===== config.mk =====
export PLATFORM = sky130hd
export DESIGN_NAME = i8035_xbus_resp
export DESIGN_NICKNAME = d
export VERILOG_FILES = /design/src/rtl/i8035_xbus_resp.sv
export SDC_FILE = /design/constraint.sdc
export NUM_CORES = 1
export LEC_CHECK = 0
export CELL_PAD_IN_SITES_DETAIL_PLACEMENT = 1
export CELL_PAD_IN_SITES_GLOBAL_PLACEMENT = 1
export CORE_MARGIN = 10
export CORE_UTILIZATION = 28
export CTS_BUF_LIST = sky130_fd_sc_hd__clkbuf_8
export DETAILED_ROUTE_END_ITERATION = 10
export PLACE_DENSITY_LB_ADDON = 0.1
export SKIP_CTS_REPAIR_TIMING = 1
export SLEW_MARGIN = 25
export SYNTH_ARGS = -nofsm -noshare
export SYNTH_HDL_FRONTEND = slang
export SYNTH_SLANG_ARGS = --single-unit

===== constraint.sdc =====
create_clock -name I_CLK -period 2.3 [get_ports I_CLK]
set_clock_uncertainty 0.15 [all_clocks]
set_input_delay 0.46 -clock I_CLK [delete_from_list [all_inputs] [get_ports I_CLK]]
set_output_delay 0.46 -clock I_CLK [all_outputs]
set_load 0.05 [all_outputs]

===== src/rtl/i8035_xbus_resp.sv =====
// External-bus responder for the 8035 sound CPU: demultiplexes AD/ALE and serves
// program fetches and MOVX reads/writes through ROM and external-data req/ack ports.
module i8035_xbus_resp #(
  parameter int unsigned PAGE_BITS = 4,
  parameter int unsigned AW        = PAGE_BITS + 8
) (
  input  logic          I_CLK,
  input  logic          I_RSTn,
  input  logic          I_ALE,
  input  logic          I_PSENn,
  input  logic          I_RDn,
  input  logic          I_WRn,
  input  logic [7:0]    I_CPU_DB,
  input  logic [7:0]    I_P2,
  output logic [7:0]    O_DB,
  output logic          O_DB_OE,
  output logic [AW-1:0] O_ROM_A,
  output logic          O_ROM_REQ,
  input  logic          I_ROM_ACK,
  input  logic [7:0]    I_ROM_D,
  output logic [AW-1:0] O_XD_A,
  output logic          O_XD_RD,
  output logic          O_XD_WR,
  output logic [7:0]    O_XD_DO,
  input  logic          I_XD_ACK,
  input  logic [7:0]    I_XD_DI,
  output logic          O_FAULT
);

  typedef enum logic [2:0] {IDLE, FETCH, XREAD, HOLD, XWRITE, DRAIN} state_t;

  state_t                 state_q, state_d;
  logic                   ale_q, psen_q, rd_q, wr_q;
  logic [7:0]             lat_lo_q;
  logic [PAGE_BITS-1:0]   lat_pg_q;
  logic                   hold_rd_q, hold_rd_d;

  logic [7:0]             db_d;
  logic                   db_oe_d;
  logic [AW-1:0]          rom_a_d, xd_a_d;
  logic                   rom_req_d, xd_rd_d, xd_wr_d;
  logic [7:0]             xd_do_d;
  logic                   fault_d;

  logic ale_fall, psen_fall, psen_rise, rd_fall, rd_rise, wr_fall, wr_rise;
  logic any_fall, multi_fall, hold_rise, drain_ack;
  logic [AW-1:0] addr_c;

  // Upper P2 bits are not part of the address
  if (PAGE_BITS < 8) begin : g_p2_unused
    logic p2_unused;
    assign p2_unused = ^I_P2[7:PAGE_BITS];
  end

  assign ale_fall   = ale_q & ~I_ALE;
  assign psen_fall  = psen_q & ~I_PSENn;
  assign psen_rise  = ~psen_q & I_PSENn;
  assign rd_fall    = rd_q & ~I_RDn;
  assign rd_rise    = ~rd_q & I_RDn;
  assign wr_fall    = wr_q & ~I_WRn;
  assign wr_rise    = ~wr_q & I_WRn;
  assign any_fall   = psen_fall | rd_fall | wr_fall;
  assign multi_fall = (psen_fall & rd_fall) | (psen_fall & wr_fall) | (rd_fall & wr_fall);
  assign hold_rise  = hold_rd_q ? rd_rise : psen_rise;
  assign drain_ack  = (O_ROM_REQ & I_ROM_ACK) | (O_XD_RD & I_XD_ACK);
  assign addr_c     = AW'({lat_pg_q, lat_lo_q});

  // Strobe history and address latch
  always_ff @(posedge I_CLK or negedge I_RSTn) begin
    if (!I_RSTn) begin
      ale_q    <= 1'b0;
      psen_q   <= 1'b1;
      rd_q     <= 1'b1;
      wr_q     <= 1'b1;
      lat_lo_q <= 8'h00;
      lat_pg_q <= '0;
    end else begin
      ale_q  <= I_ALE;
      psen_q <= I_PSENn;
      rd_q   <= I_RDn;
      wr_q   <= I_WRn;
      if (ale_fall) begin
        lat_lo_q <= I_CPU_DB;
        lat_pg_q <= I_P2[PAGE_BITS-1:0];
      end
    end
  end

  // State and registered outputs
  always_ff @(posedge I_CLK or negedge I_RSTn) begin
    if (!I_RSTn) begin
      state_q   <= IDLE;
      hold_rd_q <= 1'b0;
      O_DB      <= 8'hFF;
      O_DB_OE   <= 1'b0;
      O_ROM_A   <= '0;
      O_ROM_REQ <= 1'b0;
      O_XD_A    <= '0;
      O_XD_RD   <= 1'b0;
      O_XD_WR   <= 1'b0;
      O_XD_DO   <= 8'h00;
      O_FAULT   <= 1'b0;
    end else begin
      state_q   <= state_d;
      hold_rd_q <= hold_rd_d;
      O_DB      <= db_d;
      O_DB_OE   <= db_oe_d;
      O_ROM_A   <= rom_a_d;
      O_ROM_REQ <= rom_req_d;
      O_XD_A    <= xd_a_d;
      O_XD_RD   <= xd_rd_d;
      O_XD_WR   <= xd_wr_d;
      O_XD_DO   <= xd_do_d;
      O_FAULT   <= fault_d;
    end
  end

  // Next-state and output logic
  always_comb begin
    state_d   = state_q;
    hold_rd_d = hold_rd_q;
    db_d      = O_DB;
    db_oe_d   = O_DB_OE;
    rom_a_d   = O_ROM_A;
    rom_req_d = O_ROM_REQ;
    xd_a_d    = O_XD_A;
    xd_rd_d   = O_XD_RD;
    xd_wr_d   = O_XD_WR;
    xd_do_d   = O_XD_DO;
    fault_d   = O_FAULT;

    case (state_q)
      IDLE: begin
        if (multi_fall) fault_d = 1'b1;
        if (psen_fall) begin
          rom_a_d   = addr_c;
          rom_req_d = 1'b1;
          hold_rd_d = 1'b0;
          state_d   = FETCH;
        end else if (rd_fall) begin
          xd_a_d    = addr_c;
          xd_rd_d   = 1'b1;
          hold_rd_d = 1'b1;
          state_d   = XREAD;
        end else if (wr_fall) begin
          xd_a_d  = addr_c;
          xd_do_d = I_CPU_DB;
          state_d = XWRITE;
        end
      end
      FETCH: begin
        if (I_ROM_ACK) begin
          rom_req_d = 1'b0;
          // Data arriving on the very edge the strobe ends has no one to receive it
          if (psen_rise) begin
            state_d = IDLE;
          end else begin
            db_d    = I_ROM_D;
            db_oe_d = 1'b1;
            state_d = HOLD;
          end
        end else if (psen_rise) begin
          fault_d = 1'b1;
          state_d = DRAIN;
        end
      end
      XREAD: begin
        if (I_XD_ACK) begin
          xd_rd_d = 1'b0;
          if (rd_rise) begin
            state_d = IDLE;
          end else begin
            db_d    = I_XD_DI;
            db_oe_d = 1'b1;
            state_d = HOLD;
          end
        end else if (rd_rise) begin
          fault_d = 1'b1;
          state_d = DRAIN;
        end
      end
      HOLD: begin
        if (hold_rise) begin
          db_d    = 8'hFF;
          db_oe_d = 1'b0;
          state_d = IDLE;
        end
      end
      XWRITE: begin
        if (any_fall) fault_d = 1'b1;
        // Capture data while the strobe is low, then post the write after it ends
        if (!O_XD_WR) begin
          if (!I_WRn) xd_do_d = I_CPU_DB;
          if (wr_rise) xd_wr_d = 1'b1;
        end else if (I_XD_ACK) begin
          xd_wr_d = 1'b0;
          state_d = IDLE;
        end
      end
      DRAIN: begin
        if (any_fall) fault_d = 1'b1;
        if (drain_ack) begin
          rom_req_d = 1'b0;
          xd_rd_d   = 1'b0;
          state_d   = IDLE;
        end
      end
      default: state_d = IDLE;
    endcase
  end

endmodule


==> results.yml <==
status:
  status: "completed"
sta:
  setup_violations: 0
  finalCriticalPeriod_ps: 2190
  setup_slack_ps: 106
  fmax_mhz: 456
  fin_crit_sh_pct: 95.4
  worst_pin_slew_ps: 559
  fin_tns_setup_ps: 0
  slew_violations: 0
  slew_headroom_pct: 62.6
  rsz0062_at_grt: "false"
  finalHoldViolCount: 0
global_routing:
  grt_max_degree: 40
  grt_pass1_wl_mm: 13.9
  grt_overflow: 0
  gr-usage-all-layers_pct: 12.0
  grt_pass1_vias: 2611
  antenna_found_initial: 0
clock_tree:
  clk_pin_slew_ps: 70
  clkLatencyLatePin_ps: 330
  cts_tree: "yes"
  cts_htree_levels: 3
  clock_sinks: 65
  numCtsBuffers: 9
  clockBufferDepth: 2
  cts_root_buffer: "clkbuf_8"
final_layout:
  seqCellArea_mm2: 0.00164
  fin_area_mm2: 0.00425
  fillers: 1139
  area_growth_pct: 49.9
  antennaDiodeCount: 0
  final_cell_mix: "69 x clkdlybuf4s50_1, 54 x dfrtp_1, 51 x nand2_1"
  finalNetCount: 403
  multi_input_area_mm2: 0.00114
  final_common_cell: "clkdlybuf4s50_1"
  drive_gt1_share_pct: 27.4
place:
  place.port_buffers: 80
  hpwlAfterDp_mm: 6.33
  pre_cts_ws_ps: -183
  place_area_mm2: 0.00402
  routabilityCongestion: 0.784
detailed_routing:
  vias: 2283
  routed_wl_mm: 8.47
  wl_per_cell_um: 16.9
  final_antenna_net_count: 0
  dr.pass1.iters: 4
  drc: 0
  drtIter0Drc: 86
  vias_per_cell: 4.56
setup_path:
  startpoint: "O_ROM_REQ"
  r2r_start: "state_q[0]"
  crit_chain: "clkdlybuf4s50_1"
  cp.depth: 1
  path_delay_family: "buffers and inverters"
  cp_num_buf_inv: 1
  r2r-end: "O_XD_DO[6]"
  critical_path_class: "reg2out"
  cp_data_required_time_ps: 1690
  crit_path_top_delay_cell: "clkdlybuf4s50_1"
  critPathCapture: "O_ROM_REQ"
  cp_max_fo: 4
  reg2regPathDepth: 7
  critPathLaunchType: "flip-flop"
  cpPeakStageDelay_ps: 840
  cp-end-kind: "output port"
  worst-r2r-setup-slack_ps: 280
  critPathArrivalTime_ps: 1580
floorplanning:
  die_w_um: 121
  start_util_pct: 28.9
  coreArea_mm2: 0.00982
  rows: 36
  die_y_um: 121
  ios: 85
  die_area_mm2: 0.0146
synthesis:
  syn_area_per_cell_um2: 11.3
  synth_area_mm2: 0.00284
  netlist_top_cells_area: "dfrtp_1 48%, mux2_2 13%, dfstp_2 10%"
  yosysTopAreaCellShare_pct: 47.6
  synth_compound_area_share_pct: 10.4
  postSynthCellCount: 251
  synth_top_family_by_area: "simple AND/OR/NAND/NOR gates"
  synth_ff_type: "dfrtp_1"
  synthSimpleGateAreaFrac_pct: 16.1
  synth_top_cell_by_area: "dfrtp_1"
  yosys_warnings: 0
  synth_edf_count: 0
  ys_seq_area_share_pct: 57.8
  synthArstFlopShare_pct: 100
  synthMuxAreaShare_pct: 13.4
  synth-xor-area-share_pct: 0
  synthesis.nets: 291
  synth_cell_types: 34
  synthAdderAreaFrac_pct: 0.353
  synth_seq_cells: 65
power_and_ir_drop:
  finalPower_mw: 6.63
  power.density_mw_per_mm2: 1560
  ir_drop_v: 0.000823
  power_leakage_nw: 1.87
flow_run:
  drv_cap: 0
worst_hold_path:
  min-delay-path-class: "reg2reg"
layer usage:
layer,part of all wire (%),up-vias,GRT usage [%],wire length [um]
met5,0,-,0,0
met4,1.2,0,3.32,99
met3,9.0,8,6.00,763
met2,46,58,19.1,3920
met1,43,1118,14.1,3680
li1,-,1099,-,-
how the worst min path moves through the flow:
stage | to | cells after the start | from
finish | O_DB[6] | 2 | O_DB[6]
global route | O_DB[6] | 2 | O_DB[6]
floorplan | O_DB_OE | 0 | I_RSTn
CTS | O_ROM_A[8] | 1 | I_RSTn
global placement | hold_rd_q | 1 | I_RSTn
detailed placement | hold_rd_q | 1 | I_RSTn
registers in the layout, indices dropped and copies added (netlist names), 3 cells and up:
signal,cells
lat_pg_q,4
O_XD_A,12
O_DB,8
lat_lo_q,8
state_q,3
O_ROM_A,12
O_XD_DO,8
synthesized netlist by cell type, drive strengths merged (4+ instances only):
cell,n
nand2b,7
nor2b,7
buf,4
clkbuf,6
nand2,51
or3,7
dfrtp,54
a21oi,9
dfstp,11
mux2,32
o31ai,4
o21ai,19
nor2,5
nor3,5
kinds of logic after synthesis:
| kind of cell | after synthesis |
|---|---|
| adder cells (fa/ha/maj) | 1 |
| multiplexers | 34 |
| flip-flops | 65 |
| AND/OR/NAND/NOR | 92 |
| buffers and inverters | 13 |
| AO/OA/AOI/OAI | 46 |
final cells by class:
cell class | count | share of cell area (%)
Sequential cell | 65 | 38.6
Multi-Input combinational cell | 173 | 26.9
Tap cell | 133 | 3.91
Inverter | 3 | 0.265
Timing Repair Buffer | 111 | 25.2
Clock buffer | 10 | 3.24
Clock inverter | 6 | 1.94
through the flow:
| step | util [%] | hold WS (ps) | cells |
|---|---|---|---|
| 2_1_floorplan | - | 14.4 | 251 |
| 3_3_place_gp | 40.9 | 225 | 484 |
| 3_5_place_dp | 40.9 | 225 | 484 |
| 4_1_cts | 43.1 | -142 | 500 |
| 5_1_grt | 43.3 | 333 | 501 |
| 6_report | 43.3 | 317 | 501 |
power by group:
part	total (mW)	internal (mW)	leakage, nW	switching (mW)
logic	3.61	1.37	0.992	2.24
registers	1.95	1.65	0.763	0.301
clock network	1.07	0.634	0.117	0.440
(Power assumes the default switching activity.)
